[src/rtl/fpna_config_loader_if.sv]
// Configuration bus between the neurochip config loader and its surroundings.
// Carries the serial bitstream, the shadow-register write port and status flags.
interface fpna_config_loader_if #(
    parameter int CFG_W  = 8,
    parameter int ADDR_W = 3
);
    // Handshake: config_en is the qualifier (valid) for bs_in on every rising
    // edge. There is no ready: the loader takes every qualified bit while it is
    // idle or loading; during commit the bit is not assembled; in drain it is
    // forwarded on bs_out one cycle later. cfg_we and cfg_commit are
    // single-cycle strobes that the shadow/active register file must accept
    // unconditionally.
    logic              config_en;
    logic              bs_in;
    logic              bs_out;
    logic [ADDR_W-1:0] cfg_addr;
    logic [CFG_W-1:0]  cfg_data;
    logic              cfg_we;
    logic              cfg_commit;
    logic              cfg_done;
    logic              cfg_error;
    logic              busy;
    logic [1:0]        state_dbg;

    modport master (
        output config_en,
        output bs_in,
        input  bs_out,
        input  cfg_addr,
        input  cfg_data,
        input  cfg_we,
        input  cfg_commit,
        input  cfg_done,
        input  cfg_error,
        input  busy,
        input  state_dbg
    );

    modport slave (
        input  config_en,
        input  bs_in,
        output bs_out,
        output cfg_addr,
        output cfg_data,
        output cfg_we,
        output cfg_commit,
        output cfg_done,
        output cfg_error,
        output busy,
        output state_dbg
    );
endinterface

[src/rtl/fpna_config_loader.sv]
// Serial configuration loader: assembles a frame of NUM_CELLS words into the
// shadow registers, pulses a commit, and forwards surplus bits down the chain.
module fpna_config_loader #(
    parameter int NUM_CELLS = 8,
    parameter int CFG_W     = 8,
    parameter int ADDR_W    = 3
) (
    input  logic                  clk,
    input  logic                  reset,
    fpna_config_loader_if.slave   bus
);
    localparam int BIT_W = (CFG_W > 1) ? $clog2(CFG_W) : 1;
    localparam logic [BIT_W-1:0]  LAST_BIT  = BIT_W'(CFG_W - 1);
    localparam logic [ADDR_W-1:0] LAST_WORD = ADDR_W'(NUM_CELLS - 1);

    typedef enum logic [1:0] {
        IDLE   = 2'd0,
        LOAD   = 2'd1,
        COMMIT = 2'd2,
        DRAIN  = 2'd3
    } state_t;

    state_t              state, state_d;
    logic [BIT_W-1:0]    bit_cnt, bit_cnt_d;
    logic [ADDR_W-1:0]   word_cnt, word_cnt_d;
    // Holds the CFG_W-1 bits already received of the current word.
    logic [CFG_W-2:0]    sr, sr_d;
    logic [CFG_W-1:0]    word_next;
    logic                accept;

    logic [ADDR_W-1:0]   addr_q, addr_d;
    logic [CFG_W-1:0]    data_q, data_d;
    logic                we_q, we_d;
    logic                commit_q, commit_d;
    logic                done_q, done_d;
    logic                error_q, error_d;
    logic                busy_q, busy_d;
    logic                bs_out_q, bs_out_d;

    assign accept    = bus.config_en && ((state == IDLE) || (state == LOAD));
    assign word_next = {sr, bus.bs_in};

    always_comb begin
        state_d    = state;
        bit_cnt_d  = bit_cnt;
        word_cnt_d = word_cnt;
        sr_d       = sr;
        addr_d     = addr_q;
        data_d     = data_q;
        we_d       = 1'b0;
        commit_d   = 1'b0;
        done_d     = done_q;
        error_d    = error_q;
        bs_out_d   = 1'b0;

        case (state)
            IDLE: begin
                if (bus.config_en) begin
                    done_d  = 1'b0;
                    error_d = 1'b0;
                    state_d = LOAD;
                end
            end
            LOAD: begin
                // Early end: abandon the partial frame so the next session
                // restarts from word 0, bit 0.
                if (!bus.config_en) begin
                    error_d    = 1'b1;
                    state_d    = IDLE;
                    bit_cnt_d  = '0;
                    word_cnt_d = '0;
                    sr_d       = '0;
                end
            end
            COMMIT: begin
                commit_d = 1'b1;
                if (bus.config_en) begin
                    state_d  = DRAIN;
                    bs_out_d = bus.bs_in;
                end else begin
                    state_d  = IDLE;
                end
            end
            DRAIN: begin
                if (bus.config_en) begin
                    bs_out_d = bus.bs_in;
                end else begin
                    state_d  = IDLE;
                end
            end
            default: state_d = IDLE;
        endcase

        if (accept) begin
            sr_d = word_next[CFG_W-2:0];
            if (bit_cnt == LAST_BIT) begin
                bit_cnt_d = '0;
                addr_d    = word_cnt;
                data_d    = word_next;
                we_d      = 1'b1;
                if (word_cnt == LAST_WORD) begin
                    word_cnt_d = '0;
                    state_d    = COMMIT;
                end else begin
                    word_cnt_d = word_cnt + ADDR_W'(1);
                end
            end else begin
                bit_cnt_d = bit_cnt + BIT_W'(1);
            end
        end

        // cfg_done follows the commit pulse by one cycle, unless a new
        // session is opening in that same cycle.
        if (commit_q && !((state == IDLE) && bus.config_en)) begin
            done_d = 1'b1;
        end

        busy_d = (state_d != IDLE);
    end

    always_ff @(posedge clk) begin
        if (reset) begin
            state    <= IDLE;
            bit_cnt  <= '0;
            word_cnt <= '0;
            sr       <= '0;
            addr_q   <= '0;
            data_q   <= '0;
            we_q     <= 1'b0;
            commit_q <= 1'b0;
            done_q   <= 1'b0;
            error_q  <= 1'b0;
            busy_q   <= 1'b0;
            bs_out_q <= 1'b0;
        end else begin
            state    <= state_d;
            bit_cnt  <= bit_cnt_d;
            word_cnt <= word_cnt_d;
            sr       <= sr_d;
            addr_q   <= addr_d;
            data_q   <= data_d;
            we_q     <= we_d;
            commit_q <= commit_d;
            done_q   <= done_d;
            error_q  <= error_d;
            busy_q   <= busy_d;
            bs_out_q <= bs_out_d;
        end
    end

    assign bus.cfg_addr   = addr_q;
    assign bus.cfg_data   = data_q;
    assign bus.cfg_we     = we_q;
    assign bus.cfg_commit = commit_q;
    assign bus.cfg_done   = done_q;
    assign bus.cfg_error  = error_q;
    assign bus.busy       = busy_q;
    assign bus.bs_out     = bs_out_q;
    assign bus.state_dbg  = state;
endmodule

[src/flat_wrapper.sv]
// flat-port wrapper written by rule: the top's interface ports become plain ports
module fpna_config_loader_flat 
#(
    parameter int NUM_CELLS = 8,
    parameter int CFG_W     = 8,
    parameter int ADDR_W    = 3
)
  (clk, reset, bus_config_en, bus_bs_in, bus_bs_out, bus_cfg_addr, bus_cfg_data, bus_cfg_we, bus_cfg_commit, bus_cfg_done, bus_cfg_error, bus_busy, bus_state_dbg);
  fpna_config_loader_if #(.CFG_W(CFG_W), .ADDR_W(ADDR_W)) bus_i ();
  input  logic clk;
  input  logic reset;
  input wire logic [$bits(bus_i.config_en)-1:0] bus_config_en;
  input wire logic [$bits(bus_i.bs_in)-1:0] bus_bs_in;
  output wire logic [$bits(bus_i.bs_out)-1:0] bus_bs_out;
  output wire logic [$bits(bus_i.cfg_addr)-1:0] bus_cfg_addr;
  output wire logic [$bits(bus_i.cfg_data)-1:0] bus_cfg_data;
  output wire logic [$bits(bus_i.cfg_we)-1:0] bus_cfg_we;
  output wire logic [$bits(bus_i.cfg_commit)-1:0] bus_cfg_commit;
  output wire logic [$bits(bus_i.cfg_done)-1:0] bus_cfg_done;
  output wire logic [$bits(bus_i.cfg_error)-1:0] bus_cfg_error;
  output wire logic [$bits(bus_i.busy)-1:0] bus_busy;
  output wire logic [$bits(bus_i.state_dbg)-1:0] bus_state_dbg;
  assign bus_i.config_en = bus_config_en;
  assign bus_i.bs_in = bus_bs_in;
  assign bus_bs_out = bus_i.bs_out;
  assign bus_cfg_addr = bus_i.cfg_addr;
  assign bus_cfg_data = bus_i.cfg_data;
  assign bus_cfg_we = bus_i.cfg_we;
  assign bus_cfg_commit = bus_i.cfg_commit;
  assign bus_cfg_done = bus_i.cfg_done;
  assign bus_cfg_error = bus_i.cfg_error;
  assign bus_busy = bus_i.busy;
  assign bus_state_dbg = bus_i.state_dbg;
  fpna_config_loader #(.NUM_CELLS(NUM_CELLS), .CFG_W(CFG_W), .ADDR_W(ADDR_W)) u_core (.clk(clk), .reset(reset), .bus(bus_i));
endmodule
[config.mk]
export PLATFORM = sky130hd
export DESIGN_NAME = fpna_config_loader_flat
export DESIGN_NICKNAME = d
export VERILOG_FILES = /design/src/rtl/fpna_config_loader_if.sv /design/src/rtl/fpna_config_loader.sv /design/src/flat_wrapper.sv
export SDC_FILE = /design/constraint.sdc
export NUM_CORES = 1
export LEC_CHECK = 0
export CAP_MARGIN = 40
export CORE_MARGIN = 1
export CORE_UTILIZATION = 49
export CTS_CLUSTER_DIAMETER = 100
export CTS_CLUSTER_SIZE = 10
export DETAILED_ROUTE_END_ITERATION = 8
export PLACE_DENSITY = 0.76
export SLEW_MARGIN = 20
export SYNTH_ARGS = -nofsm -noshare
export SYNTH_HDL_FRONTEND = slang
export SYNTH_SLANG_ARGS = --single-unit
export TNS_END_PERCENT = 100
[constraint.sdc]
create_clock -name clk -period 1.9 [get_ports clk]
set_input_delay 0.38 -clock clk [delete_from_list [all_inputs] [get_ports clk]]
set_output_delay 0.38 -clock clk [all_outputs]
set_load 0.01 [all_outputs]
==> qor.csv <==
stage,metric,value,unit
synthesis,Mapped Area,0.00117,mm2
synthesis,dominant synthesized flop cell,dfxtp_1,
routing,# DRC,0,
sta,final period utilization,90.7,%
finish,Multi-input gate area,478,um2
sta,setup_tns,0,ns
synthesis,Synth area leaders,"dfxtp_1, a21oi_1, a22oi_1",
job,number of maximum-capacitance violations,0,
finish,fin cells,177,
routing,WL final,2.28,mm
routing,Detailed Routing Iterations Pass 1,4,
synthesis,Syn Nets,130,
clock_tree,# clock sinks,32,
power,PwrDens,744,mW/mm2
finish,"commonest non-fill, non-tap cells in the layout","dfxtp_1, clkdlybuf4s50_1, a21oi_1, nor2_1, nand2_1",
synthesis,Synth Warn #,0,
global_route,vias in the first global route,868,
critical_path,Setup crit end kind,primary output,
critical_path,Worst Path Required,1.52,ns
sta,Final Setup Violations,0,
critical_path,CP Cell Sequence,clkdlybuf4s50_1,
sta,Max Transition Viols Final,0,
global_route,global-route wire length before repair,3.71,mm
place,Placed Instances,170,
synthesis,syn_area_per_cell,9.58,um2
critical_path,Crit. path cell count,1,
worst_hold_path,hold depth,2,
power,switching share of power,23.1,%
floorplan,Die Height,50.8,um
floorplan,starting density of the core,52.3,%
power,VDD IR-drop max,497,uV
finish,Syn-to-layout area delta,25.8,%
power,Switching Power,252,uW
sta,maximum operating frequency,580,MHz
floorplan,IO Count,23,
clock_tree,worst-skew pair later-pin latency,0.33,ns
power,power share of the clock group,31.7,%
clock_tree,Max clock buf depth,2,
global_route,Overall Global Routing Usage,20.6,%
sta,unrepaired setup endpoints after global routing,false,
clock_tree,Clk Tree Root Cell,clkbuf_4,
critical_path,critical path's slowest cell,clkdlybuf4s50_1,
critical_path,CP arrival,1.34,ns
sta,post-route setup slack,0.176,ns
floorplan,num rows,17,
floorplan,die span in x,50.8,um
synthesis,Yosys top cell area share,54.8,%
synthesis,#FFs+latches synth,32,
routing,routed len/inst,12.9,um
worst_hold_path,Hold WC Path Type,reg -> reg,
clock_tree,H-tree Lvls,2,
synthesis,Netlist cell types,27,
critical_path,R2R cell count,5,
finish,antenna diode count,0,
sta,Rel. slew slack,71.2,%
clock_tree,CTS tree,done,
sta,Final Hold Viols,0,
critical_path,Top delay family on crit path,buffers and inverters,
power,Seq pwr share,62.7,%
finish,"commonest non-fill, non-tap cell in the layout",dfxtp_1,
clock_tree,total CTS buffers,5,
routing,Final ANT Viol Nets,0,
sta,skew final,0.00716,ns
synthesis,"area leader, netlist",dfxtp_1,
critical_path,crit path kind,reg -> out,
power,leak pwr,0.543,nW
critical_path,crit start category,flip-flop,
clock_tree,postcts setup bufs,0,
power,logic gate share of total power,5.6,%
synthesis,"EDFF count, synth",0,
synthesis,Post-Syn Instances,122,
place,Placer Congestion,0.730,
critical_path,max incr delay on CP,0.58,ns
floorplan,die area,0.00258,mm2
finish,Final nets,157,
critical_path,Buffers & Inverters on Critical Path,1,
place,# port buffers,22,
place,dpl cell area,0.00142,mm2
run_status,status,completed,
routing,Via Count,950,
synthesis,post-synthesis sequential area ratio,54.8,%
finish,"Design Area, Final",0.00147,mm2
finish,layout cells sized above 1,11.4,%
finish,fillers,190,
clock_tree,"Clk pin slew, worst setup/hold paths",0.09,ns
global_route,largest net degree at the start of global routing,19,
place,post-placement setup slack,0.157,ns
global_route,initial antenna violation count,0,
synthesis,async set-or-reset flop fraction in the synthesized netlist,0,%
power,Int Pwr,842,uW
global_route,grt ovf,0,
floorplan,core area,0.00223,mm2
place,HPWL Detailed,1.59,mm
routing,first-iteration detailed-routing DRC count,30,
routing,vias per cell,5.37,
sta,Worst-Margin Slew,0.430,ns
finish,Reg area,642,um2
sta,Final Critical Period,1.72,ns
critical_path,Worst Path Max Fanout,7,
cell type report:
cell class	count	share of cell area, %
well taps	28	2.38
flip-flops and latches	32	43.7
clock inverters	1	0.340
repair buffers	27	17.5
clock buffers	6	2.81
inverters	3	0.766
multi-input cells	80	32.5
cells by family after synthesis:
kind of cell,synth area share [%]
and+or+nand+nor,17.0
DFF,54.8
AOI/OAI and AO/OA,17.7
buffers and inverters,4.28
adders and majority gates,4.28
muxes,1.93
state kept, by name (all words and copies together), names as in the netlist:
signal                 cells
u_core.sr                  7
u_core.bit_cnt             3
u_core.bus.bs_out          1
u_core.bus.cfg_we          1
u_core.word_cnt            3
u_core.bus.cfg_addr        3
u_core.bus.cfg_data        8
u_core.bus.cfg_done        1
u_core.bus.cfg_commit      1
u_core.bus.state_dbg       2
u_core.bus.busy            1
u_core.bus.cfg_error       1
through the flow:
stage / utilization [%] / hold slack [ns] / total power [mW]
after floorplan: - / 0.444 / 0.738
after global placement: 63.7 / 0.443 / 0.759
after detailed placement: 63.7 / 0.447 / 0.762
after CTS: 65.8 / 0.460 / 1.11
after global routing: 65.8 / 0.493 / 1.14
final: 65.8 / 0.457 / 1.09
cells in the mapped netlist (2+ instances only):
cell      count
a21oi_1      13
a22oi_1       8
nor2_1       12
nand3_1      11
inv_1         3
buf_4         3
clkbuf_1      3
a22o_1        2
nor2b_1       2
mux2_2        2
nor3_1        2
dfxtp_1      32
nand2_1      12
ha_1          4
layer usage:
layer | global-route usage, % | vias up | share of wire [%]
met5 | 0 | - | 0
met1 | 23.2 | 446 | 46
met2 | 32.7 | 18 | 47
li1 | - | 480 | -
met4 | 12.5 | 0 | 2.6
met3 | 8.04 | 6 | 3.8
power by group through the flow:
stage	combinational (mW)	clock, mW	sequential [mW]
2_1_floorplan	0.0367	0	0.701
3_3_place_gp	0.0582	0	0.700
3_5_place_dp	0.0607	0	0.701
4_1_cts	0.0618	0.360	0.685
5_1_grt	0.0679	0.388	0.687
6_report	0.0618	0.347	0.685
worst paths after layout:
check                          start  slack [ns]                endpoint
min           u_core.bus.cfg_data[2]        0.46  u_core.bus.cfg_data[2]
min reg2reg   u_core.bus.cfg_data[2]        0.46  u_core.bus.cfg_data[2]
max          u_core.bus.state_dbg[0]        0.18        bus_state_dbg[0]
max reg2reg        u_core.bit_cnt[0]        0.46      u_core.word_cnt[0]
timing repair:
action                                  in CTS  in global routing
endpoints found under the setup margin       0                  1
resized for setup                            0                  1
hold buffers                                 0                  0
Power figures use the tool's default switching activity.
